## src/rtl/dds_pkg.sv

```systemverilog
// dds_pkg: shared definitions for the dds_gen direct digital synthesiser.
//   dds_mode_t  - waveform select encoding carried on the mode input
//   LFSR_SEED   - reset value of the optional dither LFSR
//   LFSR_TAPS   - Galois feedback mask of the optional dither LFSR
package dds_pkg;

  typedef enum logic [1:0] {
    DDS_SINE   = 2'd0,
    DDS_SQUARE = 2'd1,
    DDS_SAW    = 2'd2,
    DDS_TRI    = 2'd3
  } dds_mode_t;

  localparam logic [15:0] LFSR_SEED = 16'hACE1;
  localparam logic [15:0] LFSR_TAPS = 16'hB400;

endpackage

```

## src/rtl/dds_if.sv

```systemverilog
// dds_if: control/status bundle between the register front end and dds_gen.
//   en, ftw, ftw_load, pow, mode, phase_clr   - controls (master -> slave)
//   ftw_pending, wrap, out_valid, out         - status/sample (slave -> master)
interface dds_if
  import dds_pkg::*;
#(
  parameter int ACC_W   = 40,
  parameter int PHASE_W = 8,
  parameter int OUT_W   = 8
) ();

  logic               en;
  logic [ACC_W-1:0]   ftw;
  logic               ftw_load;
  logic [PHASE_W-1:0] pow;
  dds_mode_t          mode;
  logic               phase_clr;
  logic               ftw_pending;
  logic               wrap;
  logic               out_valid;
  logic [OUT_W-1:0]   out;

  modport master (
    output en, ftw, ftw_load, pow, mode, phase_clr,
    input  ftw_pending, wrap, out_valid, out
  );

  modport slave (
    input  en, ftw, ftw_load, pow, mode, phase_clr,
    output ftw_pending, wrap, out_valid, out
  );

endinterface

```

## src/rtl/dds_sine_qlut.sv

```systemverilog
// dds_sine_qlut: quarter-wave sine ROM with quadrant mirroring and negation.
// Produces a registered offset-binary sine sample from a PHASE_W-bit phase.
//   clk, rst - clock and async active-high reset
//   en       - 0 forces the registered sample to zero
//   phase    - phase word (MSB = half select, next bit = quarter select)
//   sample   - OUT_W-bit offset-binary sine value
module dds_sine_qlut
  import dds_pkg::*;
#(
  parameter int PHASE_W = 8,
  parameter int OUT_W   = 8
) (
  input  logic               clk,
  input  logic               rst,
  input  logic               en,
  input  logic [PHASE_W-1:0] phase,
  output logic [OUT_W-1:0]   sample
);

  localparam int IDX_W = PHASE_W - 2;
  localparam int QN    = 2 ** IDX_W;
  localparam int MAG_W = OUT_W - 1;
  localparam logic [OUT_W-1:0] MID = {1'b1, {(OUT_W-1){1'b0}}};

  // Entries are sampled at half-step offsets so the quarter can be mirrored
  // without duplicating the peak or the zero crossing.
  function automatic logic [MAG_W-1:0] lut_entry(input int k);
    real ang;
    real amp;
    ang = (real'(k) + 0.5) * 2.0 * 3.141592653589793 / real'(2 ** PHASE_W);
    amp = real'(2 ** (OUT_W - 1) - 1) * $sin(ang);
    return MAG_W'($rtoi(amp + 0.5));
  endfunction

  logic [MAG_W-1:0] rom [QN];

  for (genvar k = 0; k < QN; k++) begin : g_rom
    assign rom[k] = lut_entry(k);
  end

  logic             quad;
  logic [IDX_W-1:0] idx;
  logic [MAG_W-1:0] mag;

  // Odd quarters read the table backwards.
  assign quad = phase[PHASE_W-2];
  assign idx  = phase[IDX_W-1:0] ^ {IDX_W{quad}};
  assign mag  = rom[idx];

  // Second half of the cycle mirrors the first about midscale.
  always_ff @(posedge clk or posedge rst) begin
    if (rst) begin
      sample <= '0;
    end else if (!en) begin
      sample <= '0;
    end else if (phase[PHASE_W-1]) begin
      sample <= MID - OUT_W'(1) - {1'b0, mag};
    end else begin
      sample <= MID + {1'b0, mag};
    end
  end

endmodule

```

## src/rtl/dds_gen.sv

```systemverilog
// dds_gen: parametrised direct digital synthesiser.
//   clk, rst - clock and async active-high reset
//   bus      - dds_if slave: en, ftw, ftw_load, pow, mode, phase_clr in;
//              ftw_pending, wrap, out_valid, out (offset binary) out
// Latency is two registers from the accumulator to out.
// Build option: define DDS_DITHER_EN to add 16-bit LFSR pre-truncation dither.
module dds_gen
  import dds_pkg::*;
#(
  parameter int ACC_W     = 40,
  parameter int PHASE_W   = 8,
  parameter int OUT_W     = 8,
  parameter bit SYNC_LOAD = 1'b1
) (
  input logic    clk,
  input logic    rst,
  dds_if.slave   bus
);

  logic [ACC_W-1:0] acc;
  logic [ACC_W-1:0] ftw_act;
  logic [ACC_W-1:0] ftw_pend;
  logic             pend_flag;
  logic             wrap_q;
  logic [ACC_W:0]   sum;
  logic             carry;

  assign sum   = {1'b0, acc} + {1'b0, ftw_act};
  assign carry = bus.en & ~bus.phase_clr & sum[ACC_W];

  // Accumulator and tuning-word registers. In wrap-aligned mode a pending
  // word is promoted on carry-out (or on phase_clr); a load on that same
  // edge becomes the next pending word rather than being lost.
  always_ff @(posedge clk or posedge rst) begin
    if (rst) begin
      acc       <= '0;
      ftw_act   <= '0;
      ftw_pend  <= '0;
      pend_flag <= 1'b0;
      wrap_q    <= 1'b0;
    end else begin
      wrap_q <= carry;
      if (bus.phase_clr) begin
        acc <= '0;
      end else if (bus.en) begin
        acc <= sum[ACC_W-1:0];
      end
      if (SYNC_LOAD) begin
        if (pend_flag && (bus.phase_clr || carry)) begin
          ftw_act   <= ftw_pend;
          pend_flag <= 1'b0;
        end
        if (bus.ftw_load) begin
          ftw_pend  <= bus.ftw;
          pend_flag <= 1'b1;
        end
      end else begin
        if (bus.ftw_load) begin
          ftw_pend <= bus.ftw;
          ftw_act  <= bus.ftw;
        end
        pend_flag <= 1'b0;
      end
    end
  end

  assign bus.ftw_pending = pend_flag;
  assign bus.wrap        = wrap_q;

  logic [PHASE_W-1:0] phase_src;

`ifdef DDS_DITHER_EN
  localparam int DW = (ACC_W - PHASE_W > 16) ? 16 : (ACC_W - PHASE_W);
  logic [15:0] lfsr;

  // Right-shifting Galois LFSR, only stepping while the generator runs.
  always_ff @(posedge clk or posedge rst) begin
    if (rst) begin
      lfsr <= LFSR_SEED;
    end else if (bus.en) begin
      lfsr <= (lfsr >> 1) ^ (lfsr[0] ? LFSR_TAPS : 16'h0000);
    end
  end

  if (DW > 0) begin : g_dither
    logic [PHASE_W+DW-1:0] wide;
    assign wide = acc[ACC_W-1 -: PHASE_W+DW]
                + (bus.phase_clr ? {(PHASE_W+DW){1'b0}}
                                 : {{PHASE_W{1'b0}}, lfsr[DW-1:0]});
    assign phase_src = wide[PHASE_W+DW-1 -: PHASE_W];
  end else begin : g_no_dither
    assign phase_src = acc[ACC_W-1 -: PHASE_W];
  end
`else
  assign phase_src = acc[ACC_W-1 -: PHASE_W];
`endif

  logic [PHASE_W-1:0] p1;
  dds_mode_t          mode1;
  logic               en1;

  // S1: offset phase plus the live mode/enable it belongs to.
  always_ff @(posedge clk or posedge rst) begin
    if (rst) begin
      p1    <= '0;
      mode1 <= DDS_SINE;
      en1   <= 1'b0;
    end else begin
      p1    <= phase_src + bus.pow;
      mode1 <= bus.mode;
      en1   <= bus.en;
    end
  end

  logic [OUT_W-1:0]   sine_q;
  logic [OUT_W-1:0]   other_q;
  logic               valid_q;
  logic [PHASE_W-1:0] tri_w;

  dds_sine_qlut #(
    .PHASE_W (PHASE_W),
    .OUT_W   (OUT_W)
  ) u_sine (
    .clk    (clk),
    .rst    (rst),
    .en     (en1 && (mode1 == DDS_SINE)),
    .phase  (p1),
    .sample (sine_q)
  );

  assign tri_w = p1[PHASE_W-1] ? ~(p1 << 1) : (p1 << 1);

  // S2 for the non-sine shapes; zero whenever sine is selected so the two
  // registered paths can simply be OR-ed together.
  always_ff @(posedge clk or posedge rst) begin
    if (rst) begin
      other_q <= '0;
      valid_q <= 1'b0;
    end else begin
      valid_q <= en1;
      if (!en1) begin
        other_q <= '0;
      end else begin
        case (mode1)
          DDS_SQUARE: other_q <= p1[PHASE_W-1] ? '0 : '1;
          DDS_SAW:    other_q <= p1[PHASE_W-1 -: OUT_W];
          DDS_TRI:    other_q <= tri_w[PHASE_W-1 -: OUT_W];
          default:    other_q <= '0;
        endcase
      end
    end
  end

  assign bus.out       = sine_q | other_q;
  assign bus.out_valid = valid_q;

endmodule

```

## src/flat_wrapper.sv

```systemverilog
// flat-port wrapper written by rule: the top's interface ports become plain ports
module dds_gen_flat import dds_pkg::*;
#(
  parameter int ACC_W     = 40,
  parameter int PHASE_W   = 8,
  parameter int OUT_W     = 8,
  parameter bit SYNC_LOAD = 1'b1
)
  (clk, rst, bus_en, bus_ftw, bus_ftw_load, bus_pow, bus_mode, bus_phase_clr, bus_ftw_pending, bus_wrap, bus_out_valid, bus_out);
  dds_if #(.ACC_W(ACC_W), .PHASE_W(PHASE_W), .OUT_W(OUT_W)) bus_i ();
  input logic clk;
  input logic rst;
  input wire logic [$bits(bus_i.en)-1:0] bus_en;
  input wire logic [$bits(bus_i.ftw)-1:0] bus_ftw;
  input wire logic [$bits(bus_i.ftw_load)-1:0] bus_ftw_load;
  input wire logic [$bits(bus_i.pow)-1:0] bus_pow;
  input wire logic [$bits(bus_i.mode)-1:0] bus_mode;
  input wire logic [$bits(bus_i.phase_clr)-1:0] bus_phase_clr;
  output wire logic [$bits(bus_i.ftw_pending)-1:0] bus_ftw_pending;
  output wire logic [$bits(bus_i.wrap)-1:0] bus_wrap;
  output wire logic [$bits(bus_i.out_valid)-1:0] bus_out_valid;
  output wire logic [$bits(bus_i.out)-1:0] bus_out;
  assign bus_i.en = bus_en;
  assign bus_i.ftw = bus_ftw;
  assign bus_i.ftw_load = bus_ftw_load;
  assign bus_i.pow = bus_pow;
  assign bus_i.mode = bus_mode;
  assign bus_i.phase_clr = bus_phase_clr;
  assign bus_ftw_pending = bus_i.ftw_pending;
  assign bus_wrap = bus_i.wrap;
  assign bus_out_valid = bus_i.out_valid;
  assign bus_out = bus_i.out;
  dds_gen #(.ACC_W(ACC_W), .PHASE_W(PHASE_W), .OUT_W(OUT_W), .SYNC_LOAD(SYNC_LOAD)) u_core (.clk(clk), .rst(rst), .bus(bus_i));
endmodule
```

## config.mk

```make
export PLATFORM = sky130hd
export DESIGN_NAME = dds_gen_flat
export DESIGN_NICKNAME = d
export VERILOG_FILES = /design/src/rtl/dds_pkg.sv /design/src/rtl/dds_if.sv /design/src/rtl/dds_sine_qlut.sv /design/src/rtl/dds_gen.sv /design/src/flat_wrapper.sv
export SDC_FILE = /design/constraint.sdc
export NUM_CORES = 1
export LEC_CHECK = 0
export BUFFER_PORTS_ARGS = -buffer_cell sky130_fd_sc_hd__buf_4
export CORE_MARGIN = 1.5
export CORE_UTILIZATION = 25
export CTS_BUF_LIST = sky130_fd_sc_hd__clkbuf_4 sky130_fd_sc_hd__clkbuf_8
export CTS_CLUSTER_DIAMETER = 200
export DETAILED_ROUTE_END_ITERATION = 16
export GPL_TIMING_DRIVEN = 0
export PLACE_DENSITY_LB_ADDON = 0.3
export REMOVE_ABC_BUFFERS = 1
export SYNTH_ARGS = -nofsm -noshare
export SYNTH_HDL_FRONTEND = slang
export SYNTH_SLANG_ARGS = --single-unit
export TNS_END_PERCENT = 50
```

## constraint.sdc

```tcl
create_clock -name clk -period 4.94 [get_ports clk]
set_input_delay 0.988 -clock clk [delete_from_list [all_inputs] [get_ports clk]]
set_output_delay 0.988 -clock clk [all_outputs]
set_load 0.03 [all_outputs]
```

# --- Word-level counts from Yosys, hierarchy flattened ---
# Memory sizes are Yosys's and may differ from the RTL's.
# Index checks and enable logic that the tools add are counted.
totals:
  reg_bits: 150
  mem_bits_ro: 448
  n_memories: 1
  inputBits: 55
  wordCells: 45
classes:
  eq_ne: 3
  order_cmp: 1
  reduce_logical: 6
  n_addsub: 4
  bitwise_logic: 7
  muxes: 12
mem_list:
  columns: ["memory", "depth", "word_bits", "rd", "rd_clocked_by_memory_dff", "wr", "line_no", "text"]
  rows:
  - ["(no name shown)", 64, 7, 1, 0, 0, "dds_sine_qlut.sv:48", "assign mag = rom[idx];"]
ops:
  columns: ["operator", "n"]
  rows:
  - ["2-to-1 mux 40 bit", 2]
  - ["adder 40 x 40 -> 41 bit", 1]
  - ["2-to-1 mux 8 bit", 5]
  - ["case mux 8 bit (3 select lines)", 1]
  - ["2-to-1 mux 7 bit", 2]
  - ["adder 8 x 7 -> 8 bit, first input constant", 1]
  - ["adder 8 bit", 1]
  - ["NOT 8 bit", 1]
  - ["OR 8 bit", 1]
  - ["subtractor 7 x 7 -> 8 bit, first input constant", 1]
  - [">= comparator 7 bit, second input constant", 1]
  - ["NOT 6 -> 7 bit", 1]
  - ["XOR 6 bit", 1]
  - ["equality test 2 bit, second input constant", 2]
  - ["nonzero test 2 bit", 2]
  - ["AND 1 bit", 2]
  - ["equality test 2 x 1 -> 1 bit, second input constant", 1]
  - ["logical AND 1 bit", 2]
  - ["zero test 2 bit", 1]
  - ["2-to-1 mux 1 bit", 2]
  - ["logical OR 1 bit", 1]
  - ["NOT 1 bit", 1]

# --- Depth between registers and ports, before layout ---
# Gate-level depths: netlist of run 1.
logic_depth:
  ltp_word: 8
  mapped_depth: 13

# --- By module ---
# From an unflattened synthesis of run 1, not the netlist that was laid out.
unflattened:
  hier_cells: 903
  area_unflattened_um2: 9261.4
modules_own_cells:
  columns: ["module", "area_each_um2", "seq_area_each_um2", "n_inst", "cells_per_inst"]
  rows:
  - ["dds_gen", 7737.4, 3553.4, 1, 713]
  - ["dds_sine_qlut", 1524.0, 200.2, 1, 190]

# --- Least setup slack after synthesis of run 1 ---
# OpenSTA, ideal clock, no wires.
synth_timing:
  path_type: "register -> register"
  startpoint: "register u_core.ftw_act[0]"
  endpoint: "register u_core.ftw_act[0]"
  synth_period_minus_slack_ps: 2813
  arrival_ps: 2685
  slack_ps: 2127
  path_stages_with_launch: 14
  path_cell_list: "dfrtp_1 > ha_1 > inv_1 > fa_1 > and2b_1 > o2111ai_2 > a21oi_1 > o21ai_1 > a21oi_1 > o211ai_2 > a21oi_2 > o21ai_4 > buf_6 > mux2_1"
synth_between:
  elab_chain_len: 4
synth_lines:
  columns: ["item", "line_no", "text"]
  rows:
  - ["start, declared", "dds_gen.sv:21", "logic [ACC_W-1:0] ftw_act;"]
  - ["start signal, assigned", "dds_gen.sv:50", "ftw_act <= ftw_pend;"]
  - ["start signal, assigned", "dds_gen.sv:60", "ftw_act <= bus.ftw;"]
  - ["adder 40 x 40 -> 41 bit", "dds_gen.sv:28", "assign sum = {1'b0, acc} + {1'b0, ftw_act};"]
  - ["AND 1 bit", "dds_gen.sv:29", "assign carry = bus.en & ~bus.phase_clr & sum[ACC_W];"]
  - ["logical OR 1 bit", "dds_gen.sv:49", "if (pend_flag && (bus.phase_clr || carry)) begin"]
  - ["logical AND 1 bit", "dds_gen.sv:49", null]
# Every way passes these cells.
# A chain may end at the register's enable or synchronous reset.

# --- Worst setup path in the final report of run 1 ---
layout_timing:
  startpoint: "register u_core.ftw_act[0]"
  endpoint: "register u_core.ftw_act[14]"
# Same word-level chain as after synthesis.

==> flow_summary.toml, run 1 <==
[timing]
fmax_mhz = 267.7
slew_headroom_pct = 21.88
tightest_slew_ns = 1.163
period_needed_ns = 3.736
setup-tns-final_ns = 0
drv_slew = 0
final_hold_viol_count = 0
finalSetupViolCount = 0
rsz0062_at_grt = "no"
fin_crit_sh_pct = 75.63
clock_skew_ns = 0.01272

[synth]
yosys.area.top_type = "dfrtp_1"
yosysSeqAreaShare_pct = 42.25
netlist_area_mm2 = 0.008884
ys_dominant_reg_cell = "dfrtp_1"
yosysMostFrequentCell = "dfrtp_1"
synthCells = 875
post_synth.cell_area_avg_um2 = 10.15
synthTopCellsByArea = "dfrtp_1 (42%), ha_1 (7.3%), mux2_1 (5.1%)"
synth_top_area_share_pct = 42.25
synth_edf_count = 0
synthArstFlopShare_pct = 100.0
ys_ff_latch = 150
yosys-top-cells-count = "dfrtp_1 (150), nor2_1 (82), a21oi_1 (63), ha_1 (52), nand2_1 (50)"
ys_warn_count = 0
synth.distinct_cells = 68

[worst_setup_path]
cp_slowest_cell = "o21ai_4"
path_delay_family = "compound AO/OA/AOI/OAI gates"
r2r-start = "u_core.ftw_act[0]"
endpoint_kind = "flip-flop"
worstSetupPathDepth = 13
cp_max_fo = 24
ff2ff_path_depth = 13
arrival_ns = 4.09
required_ns = 5.29
rr_endpoint = "u_core.ftw_act[14]"
critPathCapture = "u_core.ftw_act[14]"
crit_path_start_kind = "flip-flop"
slowest_delay_ns = 0.61
worstPathCellList = "ha_1, inv_1, fa_1, and2b_1, o2111ai_2, a21oi_1, o21ai_1, a21oi_1, o211ai_2, a21oi_2, o21ai_4, buf_12, mux2_1"
reg2reg_slack_ns = 1.20
critical_path_class = "reg -> reg"
critPathBufInv = 2
critPathLaunch = "u_core.ftw_act[0]"
worst_path_most_repeated_cell = "a21oi_1"

[power]
p_seq_share_pct = 28.4
p_int_uw = 3653
ir_worst_vdd_mv = 0.2429
leakage_uw = 0.004620
powerDensity_mw_per_mm2 = 654.0
pwr-share-clk_pct = 15.9
p_sw_uw = 3024
netSwitchingFraction_pct = 45.29
p_comb_share_pct = 55.7

[clock_tree]
clk_root_buffer_cell = "clkbuf_8"
clockBufferDepth = 2
cts_setup_buffers = 0
insertion_delay_ns = 0.47
hold_buffers = 0
clk_pin_slew_worst_paths_ns = 0.10
cts_made_buffers = 17
htree_levels = 4
ctsResizeCount = 0
cts_sinks = 150
tritoncts = "built"

[die]
core_area_mm2 = 0.03480
die-area_mm2 = 0.03667
die_w_um = 191.5
fp.dieH_um = 191.5
start_util_pct = 25.53
row_count = 68
pin_count = 66

[global_route]
grt_pass1_wl_um = 34690
met2_usage_pct = 20.30
grt_overflow = 0
grt_pass1_vias = 6714
grt_max_degree = 77
antenna_found_initial = 0
grt_use_met3_pct = 2.387
gr-usage-met1_pct = 15.37
track_usage_pct = 11.94
grt-busiest-layer = "met2"

[placement]
dp_hpwl_um = 14890
io_buffers = 65
gp_congestion = 0.8455

[drt]
viasPerCell = 4.771
drt_wl_total_um = 20970
drt_iter0_markers = 320
ant_nets = 0
drcViolationCount = 0
drt_pass1_iterations = 5
routedWlPerCell_um = 15.17
vias = 6593

[final_layout]
drive_gt1_share_pct = 18.34
antenna_cells = 0
fin_util_pct = 29.34
syn_to_final_growth_pct = 14.93
fin_nets = 1023

[hold_path]
hp-class = "reg -> reg"

[job]
drv_cap = 0

[run_status]
status = "finished clean"
flip-flops by register name (all words and copies together), names as in the netlist:
name	cells
u_core.acc	40
u_core.ftw_act	40
u_core.ftw_pend	40
u_core.other_q	8
u_core.p1	8
u_core.u_sine.sample	8
u_core.mode1	2
u_core.bus.ftw_pending	1
u_core.bus.out_valid	1
u_core.bus.wrap	1
u_core.en1	1
power groups by stage:
stage                     sequential (uW)  clock [uW]  combinational (uW)
after floorplan                      1820           0                2920
after global placement               1910           0                3650
after detailed placement             1920           0                3690
after CTS                            1900        1110                3710
after global routing                 1950        1150                4180
final                                1890        1060                3720
worst reg2reg max path, stage by stage, from the launching register on:
cell and delay, ns:
dfrtp_1 0.40, ha_1 0.24, inv_1 0.08, fa_1 0.18, and2b_1 0.21, o2111ai_2 0.26, a21oi_1 0.15, o21ai_1 0.33
a21oi_1 0.21, o211ai_2 0.23, a21oi_2 0.10, o21ai_4 0.61, buf_12 0.27, mux2_1 0.36
worst min-delay path by stage:
stage	start	endpoint	slack [ns]	depth (start not counted)
2_1_floorplan	u_core.en1	u_core.bus.out_valid	0.45	0
3_3_place_gp	u_core.ftw_pend[13]	u_core.ftw_act[13]	0.47	1
3_5_place_dp	u_core.ftw_pend[36]	u_core.ftw_act[36]	0.47	1
4_1_cts	u_core.ftw_pend[36]	u_core.ftw_act[36]	0.49	1
5_1_grt	u_core.ftw_pend[36]	u_core.ftw_act[36]	0.51	1
6_report	u_core.ftw_pend[36]	u_core.ftw_act[36]	0.49	1
cell families (layout without fill, tap and decap cells):
family	count (synthesis)	count (layout)	share of synthesized area [%]
buf+inv	74	126	3.690
xor+xnor	59	59	5.817
fa+ha+maj	54	54	7.775
flops	150	150	42.25
simple gates	216	216	11.32
compound gates	223	223	16.72
mux	99	99	12.42
per-layer routing:
| metal | vias up | wire length (um) |
|---|---|---|
| met5 | - | 0 |
| met4 | 0 | 278 |
| met3 | 20 | 684 |
| met2 | 104 | 10130 |
| met1 | 3248 | 9877 |
| li1 | 3221 | - |
cell type report:
type | count | area [um^2]
flip-flops and latches | 150 | 3754
clock inverters | 15 | 198.9
clock buffers | 17 | 234.0
multi-input cells | 651 | 4810
repair buffers | 67 | 535.5
well taps | 455 | 569.3
fillers | 3664 | 24590
inverters | 27 | 108.9
layout by cell type, fill, tap and decap left out, types with 11 or more instances in the layout:
cell type  count
nand2_1       50
mux2_2        40
xnor2_1       32
nor2_1        82
a21oi_1       63
a31oi_1       11
xor2_1        26
nand3_1       12
a211oi_1      16
mux2i_1       18
mux2_1        40
clkbuf_8      17
dfrtp_1      150
nor2b_1       11
a21o_1        23
and3_1        11
nor3_1        12
ha_1          52
inv_1         23
o21ai_0       34
o21bai_1      12
buf_4         65
per-stage QoR:
| step | std cells | setup slack, ns | instance area, um^2 | total power [uW] | hold WS, ns |
|---|---|---|---|---|---|
| after floorplan | 828 | -0.08439 | 8657 | 4741 | 0.4524 |
| after global placement | 1348 | -2.260 | 9714 | 5566 | 0.4684 |
| after detailed placement | 1350 | 1.187 | 9769 | 5615 | 0.4727 |
| after CTS | 1382 | 1.160 | 10200 | 6726 | 0.4922 |
| after global routing | 1382 | 0.9192 | 10210 | 7282 | 0.5053 |
| final | 1382 | 1.204 | 10210 | 6677 | 0.4868 |
No activity file was read; power rests on OpenSTA's default activity.
==> inputs of run 2 (changes only) <==
ABC_AREA = 1   (was not set)
clock period = 3.9 ns   (was 4.94 ns; I/O delays follow)
==> run 2 against run 1 <==
Sequential share of layout area shrank 2.1 points. Routed wire length grew 31%. Synthesized area grew 6.3%. First-iteration DRC count grew 45%. Hold slack lost 0.13 ns. Non-clock buffer count grew 1. Global-route usage grew 2.7 points. Register-to-register slack lost 0.64 ns. Clock skew grew 0.0067 ns.
==> flow_summary.toml, run 2 <==
[timing]
slew_headroom_pct = 22.61
drv_slew = 0
period_needed_ns = 3.335
tightest_slew_ns = 1.160
holdWs_ns = 0.3562
final_hold_viol_count = 0
fin_crit_sh_pct = 85.53
fmax_mhz = 299.8
setup_ws_ns = 0.5645
rsz0062_at_grt = "no"
finalSetupViolCount = 0
clock_skew_ns = 0.01937

[final_layout]
stdcell_area_mm2 = 0.01083
mostFrequentLayoutCell = "nand2_1"
final_cell_mix = "nand2_1 (510), dfrtp_1 (149), inv_1 (119)"
drive_gt1_share_pct = 9.629
top_regs = "u_core.acc (40), u_core.ftw_act (40), u_core.ftw_pend (40)"
antenna_cells = 0
syn_to_final_growth_pct = 14.62
fin_util_pct = 28.95
fill_cells = 4226
fin_nets = 1498

[synth]
yosysSeqAreaShare_pct = 39.74
post_synth.cell_area_avg_um2 = 7.059
synth.distinct_cells = 45
yosys-top-cells-count = "nand2_1 (510), dfrtp_1 (150), inv_1 (120), nor2_1 (110), a21oi_1 (96)"
synth_edf_count = 0
yosys.area.top_type = "dfrtp_1"
ys_ff_latch = 150
synthArstFlopShare_pct = 100.0
yosysMostFrequentCell = "nand2_1"
ys_dominant_reg_cell = "dfrtp_1"
synthCells = 1338
ys_warn_count = 0
netlist_area_mm2 = 0.009445
synthTopCellsByArea = "dfrtp_1 (40%), nand2_1 (20%), ha_1 (6.9%)"
synth_top_area_share_pct = 39.74

[worst_setup_path]
reg2reg_slack_ns = 0.56
required_ns = 4.28
r2r-start = "u_core.acc[0]"
critical_path_class = "reg -> reg"
worstPathCellList = "ha_1, inv_1, fa_1, inv_1, nand2_1, nand2_1, nand3_1, nand2_1, nand2_1, nand3_2, nand2_1, nand2_1, nand2_2, nand2_4, nand2_4, nand2_1, nand2_1"
crit_path_start_kind = "flip-flop"
cp_max_fo = 41
endpoint_kind = "flip-flop"
rr_endpoint = "u_core.ftw_act[39]"
arrival_ns = 3.71
ff2ff_path_depth = 17
path_delay_family = "simple AND/OR/NAND/NOR gates"
worst_path_most_repeated_cell = "nand2_1"
critPathBufInv = 2
critPathLaunch = "u_core.acc[0]"
slowest_delay_ns = 0.44
cp_slowest_cell = "nand2_4"

[die]
pin_count = 66
die_w_um = 197.4
start_util_pct = 25.26
die-area_mm2 = 0.03896
fp.dieH_um = 197.4
core_area_mm2 = 0.03740
row_count = 71

[power]
leakage_uw = 0.005671
powerDensity_mw_per_mm2 = 494.9
p_total_uw = 5358
ir_worst_vdd_mv = 0.2533

[global_route]
track_usage_pct = 14.62
grt_pass1_wl_um = 44570
grt_overflow = 0
grt_pass1_vias = 8118
grt_max_degree = 78
antenna_found_initial = 0

[clock_tree]
clk_pin_slew_worst_paths_ns = 0.10
hold_buffers = 0
tritoncts = "built"
htree_levels = 4
cts_made_buffers = 17
insertion_delay_ns = 0.49
ctsResizeCount = 0
clockBufferDepth = 2
clk_root_buffer_cell = "clkbuf_8"
cts_sinks = 150
cts_setup_buffers = 0

[drt]
routedWlPerCell_um = 14.34
drt_wl_total_um = 27430
drcViolationCount = 0
ant_nets = 0
drt_iter0_markers = 463
vias = 8522
drt_pass1_iterations = 5
viasPerCell = 4.455

[hold_path]
hp-class = "in -> async"

[placement]
io_buffers = 65
gp_congestion = 0.9086
dp_slack_ns = 0.04899
dp_hpwl_um = 20990
placed_area_mm2 = 0.01047

[run_status]
status = "finished clean"

[job]
drv_cap = 0
## run 2: cell count changes in the layout (fill, tap and decap cells not counted), moves of 40 or more
cell / delta
inv_1: +96
mux2_1: -40
mux2_2: -40
nand2_1: +460
nand3_1: +81
o21ai_0: +48
## run 2: layout make-up
class                   instances  area [um^2]  share of cell area, %
multi-input cells            1028         5036                  46.52
flip-flops and latches        150         3755                  34.68
well taps                     511        639.4                  5.905
repair buffers                 68        570.5                  5.270
inverters                     124        473.0                  4.368
clock buffers                  17        234.0                  2.161
clock inverters                15        118.9                  1.098
## run 2: how the worst max path moves through the flow
stage | to | slack, ns | cells after the start
after floorplan | u_core.acc[0] | -0.92 | 1
after global placement | u_core.ftw_pend[30] | -3.00 | 2
after detailed placement | u_core.ftw_act[39] | 0.05 | 9
after CTS | u_core.ftw_act[31] | 0.51 | 17
after global routing | u_core.ftw_act[16] | 0.24 | 17
final | u_core.ftw_act[39] | 0.56 | 17
## run 2: logic make-up after synthesis
kind of cell,after synthesis,synth area share (%)
AOI/OAI and AO/OA,205,11.54
adders and majority gates,54,7.312
xor gates and xnor gates,13,1.762
and+or+nand+nor,756,32.63
buffers and inverters,160,7.021
DFF,150,39.74
## run 2: stage by stage
step / TNS (ns) / cells
2_1_floorplan: -137.46 / 1302
3_3_place_gp: -446.75 / 1878
3_5_place_dp: 0 / 1881
4_1_cts: 0 / 1913
5_1_grt: 0 / 1913
6_report: 0 / 1913
## run 2: worst reg2reg max path: stages (launching register included)
cell	delay, ns
dfrtp_1	0.37
ha_1	0.26
inv_1	0.09
fa_1	0.39
inv_1	0.12
nand2_1	0.09
nand2_1	0.07
nand3_1	0.08
nand2_1	0.16
nand2_1	0.10
nand3_2	0.14
nand2_1	0.07
nand2_1	0.10
nand2_2	0.09
nand2_4	0.44
nand2_4	0.42
nand2_1	0.20
nand2_1	0.07
## run 2: metal layers
layer | track usage (%) | vias to the layer above | part of all wire (%)
met5 | 0 | - | 0
met4 | 3.223 | 0 | 0.96
met3 | 2.237 | 17 | 3.2
met2 | 24.74 | 157 | 47
met1 | 19.60 | 3948 | 49
li1 | - | 4400 | -
## run 2: report_power, final
part	switching [uW]	total (uW)	internal, uW
registers	215	2000	1780
logic	1430	2200	773
clock network	706	1160	453
==> inputs of run 3 (changes only) <==
MAX_ROUTING_LAYER = met4   (was not set)
==> run 3 against run 2 <==
Global-route usage up 0.51 points. Flip-flop and latch count is the same. Clock skew hardly changed. Register-to-register slack hardly changed. Die area unchanged. Count of clock-buffer cells in the layout is 2 higher. Critical endpoint is now u_core.ftw_act[22].
==> flow_summary.toml, run 3 (synthesis gave the netlist of run 2 again) <==
[drt]
top_layer = "met4"
wl_met1_um = 13530
ant_nets = 0
drt_iter0_markers = 409
routedWlPerCell_um = 14.36
viasPerCell = 4.425
drcViolationCount = 0
drt_pass1_iterations = 5
vias = 8457
wl_met3_um = 796
drt_wl_total_um = 27450
wl_met2_um = 12710

[final_layout]
syn_to_final_growth_pct = 14.89
mostFrequentLayoutCell = "nand2_1"
fin_nets = 1497
fin_util_pct = 29.02
fill_cells = 4155
top_regs = "u_core.acc (40), u_core.ftw_act (40), u_core.ftw_pend (40)"
drive_gt1_share_pct = 9.571
multi_input_area_mm2 = 0.005036
final_cells = 1911
antenna_cells = 0
final_cell_mix = "nand2_1 (510), dfrtp_1 (149), inv_1 (118)"
stdcell_area_mm2 = 0.01085
seq_area_mm2 = 0.003755

[timing]
period_needed_ns = 3.326
holdWs_ns = 0.3501
rsz0062_at_grt = "no"
clock_skew_ns = 0.01965
drv_slew = 0
finalSetupViolCount = 0
final_hold_viol_count = 0
fmax_mhz = 300.7
tightest_slew_ns = 1.165
fin_crit_sh_pct = 85.28
slew_headroom_pct = 22.26

[run_status]
status = "finished clean"

[worst_setup_path]
arrival_ns = 3.68
cp_max_fo = 41
crit_path_start_kind = "flip-flop"
critical_path_class = "reg -> reg"
cp_slowest_cell = "nand2_4"
endpoint_kind = "flip-flop"
rr_endpoint = "u_core.ftw_act[22]"
required_ns = 4.26
ff2ff_path_depth = 17
worstPathCellList = "ha_1, inv_1, fa_1, inv_1, nand2_1, nand2_1, nand3_1, nand2_1, nand2_1, nand3_2, nand2_1, nand2_1, nand2_2, nand2_4, nand2_4, nand2_1, nand2_1"
slowest_delay_ns = 0.45
worst_path_most_repeated_cell = "nand2_1"
reg2reg_slack_ns = 0.57
r2r-start = "u_core.ftw_act[0]"

[global_route]
grt_overflow = 0
grt_pass1_vias = 8301
track_usage_pct = 15.14
grt_max_degree = 78
antenna_found_initial = 0
grt_pass1_wl_um = 44750

[clock_tree]
cts_sinks = 150
cts_made_buffers = 17
clk_pin_slew_worst_paths_ns = 0.10
tritoncts = "built"
cts_setup_buffers = 0
clockBufferDepth = 2
htree_levels = 4
hold_buffers = 0
insertion_delay_ns = 0.48
ctsResizeCount = 0
clk_root_buffer_cell = "clkbuf_8"

[power]
powerDensity_mw_per_mm2 = 503.6
ir_worst_vdd_mv = 0.2690
leakage_uw = 0.005677

[die]
die-area_mm2 = 0.03896
core_area_mm2 = 0.03740
fp.dieH_um = 197.4
die_w_um = 197.4
start_util_pct = 25.26
pin_count = 66
row_count = 71

[hold_path]
hp-class = "in -> async"

[placement]
place_inst = 1880
gp_congestion = 0.9227
placed_area_mm2 = 0.01045
dp_hpwl_um = 20850
io_buffers = 65

[job]
drv_cap = 0
[run 3: cell types whose count changed in the layout (fill, tap and decap cells not counted), sizes merged]
cell and delta:
inv -3, bufinv +2, clkbuf +2, clkinv -2, buf -1
[run 3: how the worst max path moves through the flow]
stage	from	to	depth (start not counted)
4_1_cts	u_core.ftw_act[0]	u_core.ftw_act[22]	17
2_1_floorplan	rst	u_core.acc[0]	1
5_1_grt	u_core.ftw_act[0]	u_core.ftw_act[18]	17
3_3_place_gp	rst	u_core.ftw_act[30]	2
3_5_place_dp	bus_phase_clr	u_core.ftw_act[31]	9
6_report	u_core.ftw_act[0]	u_core.ftw_act[22]	17
[run 3: per-stage QoR]
stage	setup slack (ns)	setup TNS (ns)	power, uW
floorplan	-0.9164	-137.46	3605
global placement	-3.036	-452.18	4203
detailed placement	0.01529	0	4222
CTS	0.5142	0	5534
global route	0.1716	0	5928
finish	0.5741	0	5465
[run 3: layout make-up]
cell class | count | area share [%]
Multi-Input combinational cell | 1028 | 46.41
Sequential cell | 150 | 34.60
Tap cell | 511 | 5.892
Clock buffer | 19 | 2.410
Timing Repair Buffer | 67 | 5.004
Inverter | 124 | 4.358
Clock inverter | 12 | 1.326
[run 3: layer usage]
layer	GRT usage, %	up-vias
met5	-	-
met4	3.845	0
met3	2.424	23
met2	24.35	114
met1	19.81	3926
li1	-	4394
[run 3: worst max-delay path: cells and delay by family, from the launching register on]
kind                       cells  cell delay [ns]
adders and majority gates      2             0.63
DFF                            1             0.37
buffers and inverters          2             0.20
and+or+nand+nor               13             1.98
[run 3: power by group]
part           switching [uW]  internal, uW  leakage [uW]
combinational            1410           768       0.00357
sequential                216          1780       0.00191
clock                     675           610      0.000196
total                    2300          3160       0.00568
